File: config.mk
export PLATFORM = sky130hd
export DESIGN_NAME = pulse_gen
export DESIGN_NICKNAME = d
export VERILOG_FILES = /design/src/rtl/pulse_gen_pkg.sv /design/src/rtl/pulse_gen_pend_cnt.sv /design/src/rtl/pulse_gen.sv
export SDC_FILE = /design/constraint.sdc
export NUM_CORES = 1
export LEC_CHECK = 0
export ABC_AREA = 1
export CAP_MARGIN = 15
export CORE_MARGIN = 4
export CORE_UTILIZATION = 47
export CTS_BUF_LIST = sky130_fd_sc_hd__clkbuf_8
export CTS_CLUSTER_SIZE = 24
export DETAILED_ROUTE_END_ITERATION = 10
export MAX_ROUTING_LAYER = met4
export PLACE_DENSITY = 0.78
export SYNTH_ARGS = -nofsm -noshare
export SYNTH_HDL_FRONTEND = slang
export SYNTH_SLANG_ARGS = --single-unit
export TNS_END_PERCENT = 5
File: constraint.sdc
create_clock -name clk -period 1.35 [get_ports clk]
set_input_delay 0.27 -clock clk [delete_from_list [all_inputs] [get_ports clk]]
set_output_delay 0.27 -clock clk [all_outputs]
set_load 0.03 [all_outputs]
File: src/rtl/pulse_gen_pkg.sv
// Shared definitions for the pulse generator: FSM state encoding and default sizes.
// The optional pending-request queue is enabled by defining PULSE_GEN_PENDING_EN.
package pulse_gen_pkg;

   localparam int DEF_CNT_W  = 8;
   localparam int DEF_PEND_W = 4;

   typedef enum logic [1:0] {
      IDLE = 2'd0,
      HIGH = 2'd1,
      GAP  = 2'd2
   } state_t;

   function automatic logic is_active(state_t s);
      return s != IDLE;
   endfunction

endpackage

File: src/rtl/pulse_gen_pend_cnt.sv
// Saturating up/down counter of pulse requests waiting behind the one in progress.
// A simultaneous increment and decrement leaves the count unchanged and is never rejected.
module pulse_gen_pend_cnt
   import pulse_gen_pkg::*;
#(
   parameter int PEND_W = DEF_PEND_W
) (
   input  logic clk,
   input  logic rst,
   input  logic inc,
   input  logic dec,
   output logic nonzero,
   output logic reject
);

   localparam logic [PEND_W-1:0] PEND_MAX = '1;

   logic [PEND_W-1:0] count;
   logic              full;

   assign full    = (count == PEND_MAX);
   assign nonzero = (count != '0);
   assign reject  = inc && !dec && full;

   always_ff @(posedge clk or posedge rst) begin
      if (rst) begin
         count <= '0;
      end else if (inc && !dec && !full) begin
         count <= count + 1'b1;
      end else if (dec && !inc) begin
         count <= count - 1'b1;
      end
   end

endmodule

File: src/rtl/pulse_gen.sv
// Programmable pulse generator: width-cycle pulses followed by a gap-cycle low time.
// Define PULSE_GEN_PENDING_EN to queue requests arriving while busy instead of dropping them.
module pulse_gen
   import pulse_gen_pkg::*;
#(
   parameter int CNT_W  = DEF_CNT_W,
   parameter int PEND_W = DEF_PEND_W
) (
   input  logic             clk,
   input  logic             rst,
   input  logic             trig,
   input  logic [CNT_W-1:0] width,
   input  logic [CNT_W-1:0] gap,
   output logic             pulse_out,
   output logic             busy,
   output logic             drop
);

   if (PEND_W < 1 || CNT_W < 1) begin : g_bad_params
      $error("pulse_gen: CNT_W and PEND_W must be at least 1");
   end

   state_t           state, state_nxt;
   logic [CNT_W-1:0] cnt, cnt_nxt;
   logic [CNT_W-1:0] width_eff;
   logic             cnt_last;
   logic             start;
   logic             pulse_nxt;
   logic             drop_nxt;
   logic             pend_nz;

   assign width_eff = (width == '0) ? CNT_W'(1) : width;
   assign cnt_last  = (cnt == CNT_W'(1));

`ifdef PULSE_GEN_PENDING_EN
   logic pend_inc;
   logic pend_dec;
   logic pend_reject;

   // A trig counts as queued whenever it cannot start a pulse by itself,
   // which includes an idle cycle spent draining a request queued on a final cycle.
   assign pend_inc = trig && (is_active(state) || pend_nz);
   assign pend_dec = start && pend_nz;
   assign drop_nxt = pend_reject;

   pulse_gen_pend_cnt #(
      .PEND_W (PEND_W)
   ) u_pend (
      .clk     (clk),
      .rst     (rst),
      .inc     (pend_inc),
      .dec     (pend_dec),
      .nonzero (pend_nz),
      .reject  (pend_reject)
   );
`else
   assign pend_nz  = 1'b0;
   assign drop_nxt = trig && is_active(state);
`endif

   // Next-state logic; a new pulse always loads the width sampled on its start edge
   // and the gap is only looked at on the final high cycle.
   always_comb begin
      state_nxt = state;
      cnt_nxt   = cnt;
      pulse_nxt = pulse_out;
      start     = 1'b0;
      case (state)
         IDLE: begin
            if (trig || pend_nz) begin
               start = 1'b1;
            end
         end
         HIGH: begin
            if (!cnt_last) begin
               cnt_nxt = cnt - 1'b1;
            end else if (gap != '0) begin
               state_nxt = GAP;
               cnt_nxt   = gap;
               pulse_nxt = 1'b0;
            end else if (pend_nz) begin
               start = 1'b1;
            end else begin
               state_nxt = IDLE;
               cnt_nxt   = '0;
               pulse_nxt = 1'b0;
            end
         end
         GAP: begin
            if (!cnt_last) begin
               cnt_nxt = cnt - 1'b1;
            end else if (pend_nz) begin
               start = 1'b1;
            end else begin
               state_nxt = IDLE;
               cnt_nxt   = '0;
            end
         end
         default: begin
            state_nxt = IDLE;
            cnt_nxt   = '0;
            pulse_nxt = 1'b0;
         end
      endcase
      if (start) begin
         state_nxt = HIGH;
         cnt_nxt   = width_eff;
         pulse_nxt = 1'b1;
      end
   end

   always_ff @(posedge clk or posedge rst) begin
      if (rst) begin
         state     <= IDLE;
         cnt       <= '0;
         pulse_out <= 1'b0;
         drop      <= 1'b0;
      end else begin
         state     <= state_nxt;
         cnt       <= cnt_nxt;
         pulse_out <= pulse_nxt;
         drop      <= drop_nxt;
      end
   end

   assign busy = is_active(state) || pend_nz;

endmodule

==> impl_metrics.env, run 1 <==
export IMPL_setup_violations=11
export IMPL_cts_buffers=3
export IMPL_avgSynthCellArea_um2=6.84
export IMPL_synth_main_ff_cell="dfrtp_1"
export IMPL_cts_htree_levels=1
export IMPL_yosysTopAreaCell="dfrtp_1"
export IMPL_dieWidth_um=54.4
export IMPL_finalMaxSlewViolations=0
export IMPL_area_growth_pct=50.4
export IMPL_path_cells="inv_2 -> ha_4 -> clkinvlp_4 -> buf_6"
export IMPL_drt_pass1_iterations=4
export IMPL_post_route_drc_count=0
export IMPL_clock_sinks=12
export IMPL_critPathTopFamily="flip-flops"
export IMPL_crit_buf_inv=3
export IMPL_synth_top_cell_area_share=0.297
export IMPL_place_detailed_hpwl_mm=2.26
export IMPL_finalWirelength_mm=3.09
export IMPL_finClkSkew_ps=2.77
export IMPL_critical_path_class="reg -> out"
export IMPL_cp_max_fo=4
export IMPL_slew_limit_headroom=0.671
export IMPL_tns_ps=-632
export IMPL_slowest_delay_ps=410
export IMPL_antenna_found_initial=0
export IMPL_rr_worst_depth=7
export IMPL_drv_cap=0
export IMPL_drt_initial_drc_count=49
export IMPL_worst_path_stages=4
export IMPL_synthTopCellsByArea="dfrtp_1 30%, nand2_1 12%, nor2_1 7.8%, inv_1 7.4%, nand3_1 6.4%"
export IMPL_final_antenna_net_count=0
export IMPL_track_usage=0.234
export IMPL_crit_slowest_cell="dfrtp_1"
export IMPL_power_density_mw_per_mm2=2250
export IMPL_first_global_vias=1148
export IMPL_gp_congestion=0.918
export IMPL_antenna_cells=0
export IMPL_cp_end_kind="output port"
export IMPL_setup_slack_ps=-145
export IMPL_synth_edf_count=0
export IMPL_fin_crit_sh=1.11
export IMPL_grt_pass1_wl_mm=4.81
export IMPL_final_common_cell="nand2_1"
export IMPL_worstPathRequired_ps=1080
export IMPL_hold_violations=0
export IMPL_io_pins=22
export IMPL_initial_core_util=0.506
export IMPL_synth_cell_types=22
export IMPL_portBuffers=21
export IMPL_worstPathArrival_ps=1220
export IMPL_num_vias=1154
export IMPL_yosysWarnings=0
export IMPL_min_period_ps=1490
export IMPL_core_area_mm2=0.00200
export IMPL_async_reset_ff_frac=1.00
export IMPL_finalPower_mw=3.43
export IMPL_clk_latency_ps=250
export IMPL_violations="setup timing"
export IMPL_clock_tree_root_cell="clkbuf_8"
export IMPL_start_kind="register"
export IMPL_core_rowCount=16
export IMPL_worstMarginPinSlew_ps=493
export IMPL_min_path_type="in -> async"
export IMPL_rsz0062_at_grt="yes"
export IMPL_clk_pin_slew_ps=60
export IMPL_ys_seq_area_frac=0.297
export IMPL_status="finished, violations left"
export IMPL_syn_nets=172
export IMPL_grt_max_degree=13
export IMPL_die_y_um=54.4
export IMPL_ir_drop_uv=1800
export IMPL_synth_area_mm2=0.00101
export IMPL_dieArea_mm2=0.00296
export IMPL_viasPerCell=5.27
export IMPL_cts_tree="yes"
export IMPL_syn_instance_count=148
export IMPL_wire_per_inst_um=14.1
export IMPL_nets=218
export IMPL_fmax_mhz=669
export IMPL_drive_gt1_frac=0.313
export IMPL_fill_cells=154
export IMPL_final_cell_mix="33 x nand2_1, 22 x buf_4, 18 x clkdlybuf4s50_1, 17 x nor2_1, 15 x inv_1"
export IMPL_overflow=0
export IMPL_cts_buffer_depth=2
export IMPL_ys_ff_latch=12
export IMPL_leakagePower_nw=0.721
==> per-layer routing <==
metal / track usage / part of all wire
met3: 0.0409 / 0.031
met4: 0.0788 / 0.021
met1: 0.259 / 0.42
met5: - / 0
met2: 0.418 / 0.52
==> cells in the mapped netlist (all sizes together) (2+ instances only) <==
cell / number
inv: 20
nand2: 36
o21ai: 13
nor3: 2
buf: 3
nor2: 26
a21oi: 6
nand4: 5
nand3: 17
ha: 5
dfrtp: 12
==> what timing repair did <==
action                     in CTS  in global routing
buffers inserted                0                  1
hold buffers                    0                  0
cloned                          0                  0
resized for setup              16                  6
setup endpoints to repair      14                 12
pin swaps                       2                  2
==> final timing paths <==
path	to	slack, ps	start
min in group clk	pulse_out$_DFFE_PP0P_	520	pulse_out$_DFFE_PP0P_
max in group asynchronous	cnt[3]$_DFFE_PP0N_	650	rst
max reg2reg	cnt[7]$_DFFE_PP0N_	-100	state[0]$_DFFE_PP0P_
min reg2reg	pulse_out$_DFFE_PP0P_	520	pulse_out$_DFFE_PP0P_
min	pulse_out$_DFFE_PP0P_	340	rst
max	busy	-140	state[0]$_DFFE_PP0P_
==> state kept, by name, summed over array words and instances, names as in the netlist <==
name,count
cnt,8
state,2
drop,1
pulse_out,1
==> cell type report <==
type,instances,area (µm²),share of cell area
clock buffer,3,41.3,0.0271
timing repair buffer,44,394,0.259
multi-input combinational,113,672,0.441
sequential,12,303,0.199
tap,27,33.8,0.0222
inverter,20,78.8,0.0518
==> cells by family after synthesis <==
| family | share of synthesized area |
|---|---|
| compound gates | 0.117 |
| xor+xnor | 0.0173 |
| fa+ha+maj | 0.0618 |
| buf+inv | 0.0976 |
| flops | 0.297 |
| simple gates | 0.409 |
==> power by group <==
| part | switching (mW) | internal (mW) |
|---|---|---|
| logic | 1.35 | 1.04 |
| registers | 0.163 | 0.525 |
| clock network | 0.148 | 0.198 |
| total | 1.66 | 1.76 |
==> per-stage QoR <==
stage          hold WS, ps  cell area (µm²)   util  cells  worst slack, ps
6_report               341             1520  0.761    219             -145
5_1_grt                384             1520  0.761    219             -177
4_1_cts                359             1500  0.751    218             -138
3_5_place_dp           485             1420  0.708    215             -141
3_3_place_gp           478             1420  0.708    215             -131
2_1_floorplan          135             1030      -    148            -79.0
Note: power is estimated with default switching activity, not from simulation.
==> run 2, diff against run 1 <==
--- a/config.mk
+++ b/config.mk
@@ -14,6 +14,7 @@
 export DETAILED_ROUTE_END_ITERATION = 10
 export MAX_ROUTING_LAYER = met4
 export PLACE_DENSITY = 0.78
+export SETUP_SLACK_MARGIN = 0.2
 export SYNTH_ARGS = -nofsm -noshare
 export SYNTH_HDL_FRONTEND = slang
 export SYNTH_SLANG_ARGS = --single-unit
==> impl_metrics.env, run 2 (same netlist as run 1, synthesis figures left out) <==
export IMPL_num_vias=1251
export IMPL_finalWirelength_mm=3.69
export IMPL_die_y_um=54.4
export IMPL_finalPower_mw=3.82
export IMPL_hold_violations=0
export IMPL_place_detailed_hpwl_mm=2.26
export IMPL_dieWidth_um=54.4
export IMPL_io_pins=22
export IMPL_core_area_mm2=0.00200
export IMPL_final_common_cell="nand2_1"
export IMPL_cts_tree="yes"
export IMPL_core_rowCount=16
export IMPL_final_cell_mix="28 x nand2_1, 27 x buf_4, 18 x nor2_1, 18 x clkdlybuf4s50_1, 15 x inv_1"
export IMPL_nets=226
export IMPL_drive_gt1_frac=0.385
export IMPL_rr_worst_depth=9
export IMPL_finalMaxSlewViolations=0
export IMPL_portBuffers=21
export IMPL_ir_drop_uv=1850
export IMPL_final_antenna_net_count=0
export IMPL_fin_crit_sh=1.12
export IMPL_clk_latency_ps=250
export IMPL_finClkSkew_ps=0.755
export IMPL_reg_largest_list="cnt (8), state (2)"
export IMPL_largest_reg_flops=8
export IMPL_antenna_cells=0
export IMPL_area_growth_pct=64.2
export IMPL_grt_max_degree=13
export IMPL_regToRegStartpoint="cnt[1]$_DFFE_PP0N_"
export IMPL_gp_congestion=0.918
export IMPL_track_usage=0.261
export IMPL_min_period_ps=1520
export IMPL_worstPathRequired_ps=1540
export IMPL_fill_cells=122
export IMPL_leakagePower_nw=0.787
export IMPL_cp_end_kind="register"
export IMPL_cpMostUsedCell="nand2_1"
export IMPL_slowest_delay_ps=400
export IMPL_r2r_end="cnt[2]$_DFFE_PP0N_"
export IMPL_finish_utilization=0.830
export IMPL_clock_sinks=12
export IMPL_dp_slack_ps=-141
export IMPL_antenna_found_initial=0
export IMPL_worstPathArrival_ps=1700
export IMPL_power_density_mw_per_mm2=2300
export IMPL_fmax_mhz=660
export IMPL_overflow=0
export IMPL_worstMarginPinSlew_ps=492
export IMPL_setup_slack_ps=-166
export IMPL_cts_hold_buf=0
export IMPL_clock_tree_root_cell="clkbuf_8"
export IMPL_drt_pass1_iterations=5
export IMPL_crit_slowest_cell="dfrtp_1"
export IMPL_drv_cap=0
export IMPL_wire_per_inst_um=16.3
export IMPL_setup_violations=12
export IMPL_rrSetupSlack_ps=-170
export IMPL_dieArea_mm2=0.00296
export IMPL_slew_limit_headroom=0.672
export IMPL_first_global_vias=1241
export IMPL_clk_pin_slew_ps=60
export IMPL_viasPerCell=5.51
export IMPL_regMostFlops="cnt"
export IMPL_cts_buffers=3
export IMPL_post_route_drc_count=0
export IMPL_grt_pass1_wl_mm=5.29
export IMPL_status="finished, violations left"
export IMPL_cp_max_fo=4
export IMPL_start_kind="register"
export IMPL_drt_initial_drc_count=55
export IMPL_rsz0062_at_grt="yes"
export IMPL_path_cells="inv_2 -> ha_4 -> nand3_4 -> nor2_4 -> bufbuf_16 -> nand3_1 -> o21ai_1 -> nand2_1 -> nand2_1"
export IMPL_min_path_type="in -> async"
export IMPL_critical_path_class="reg -> reg"
export IMPL_violations="setup timing"
export IMPL_cts_buffer_depth=2
export IMPL_cts_htree_levels=1
export IMPL_initial_core_util=0.506
run 2: changes by cell type in the layout (fill, tap and decap cells not counted), moves of 2 or more:
cell / delta
buf_4: +5
buf_6: +2
nand2_1: -5
nand2_2: +5
nand3_1: -3
nand3_2: +2
nor2_2: -2
run 2: how the worst max path moves through the flow:
stage	depth (start not counted)	endpoint	slack, ps	startpoint
after global placement	6	cnt[5]$_DFFE_PP0N_	-130	trig
after detailed placement	8	cnt[7]$_DFFE_PP0N_	-140	state[1]$_DFFE_PP0P_
after floorplan	8	cnt[3]$_DFFE_PP0N_	-80	state[1]$_DFFE_PP0P_
final	9	cnt[2]$_DFFE_PP0N_	-170	cnt[1]$_DFFE_PP0N_
after global routing	9	cnt[1]$_DFFE_PP0N_	-230	cnt[1]$_DFFE_PP0N_
after CTS	10	cnt[3]$_DFFE_PP0N_	-70	cnt[1]$_DFFE_PP0N_
run 2: area by class of cell:
cell class | instances | area, µm² | area share
Multi-Input combinational cell | 113 | 719 | 0.433
Timing Repair Buffer | 52 | 483 | 0.291
Sequential cell | 12 | 303 | 0.182
Clock buffer | 3 | 41.3 | 0.0248
Tap cell | 27 | 33.8 | 0.0203
Inverter | 20 | 81.3 | 0.0489
run 2: routing by layer:
metal	GRT usage	up-vias	wire length (µm)
met5	-	-	0
met4	0.141	0	146
met3	0.0599	19	256
met2	0.436	67	1890
met1	0.285	585	1400
li1	-	580	-
run 2: stage by stage:
stage / cells / cell area, µm² / hold WS (ps) / TNS, ps
final: 227 / 1660 / 341 / -1230
after CTS: 226 / 1600 / 358 / -470
after detailed placement: 215 / 1420 / 485 / -1160
after global routing: 227 / 1660 / 382 / -2130
after global placement: 215 / 1420 / 478 / -778
after floorplan: 148 / 1030 / 135 / -462
run 2: timing repair:
action                     CTS  global route
setup buffers                7             1
setup endpoints to repair   14            14
gates cloned                 1             0
resized for setup           22            19
pin swaps                    8             7
run 2: worst max-delay path, delay by kind of cell, from the launching register on:
| kind | cells | cell delay (ps) |
|---|---|---|
| AOI/OAI and AO/OA | 1 | 120 |
| and+or+nand+nor | 5 | 440 |
| buffers and inverters | 2 | 360 |
| DFF | 1 | 400 |
| adders and majority gates | 1 | 140 |
run 2: where the power goes:
group	switching [mW]	internal [mW]
sequential	0.147	0.525
combinational	1.58	1.23
clock	0.149	0.198
total	1.88	1.95
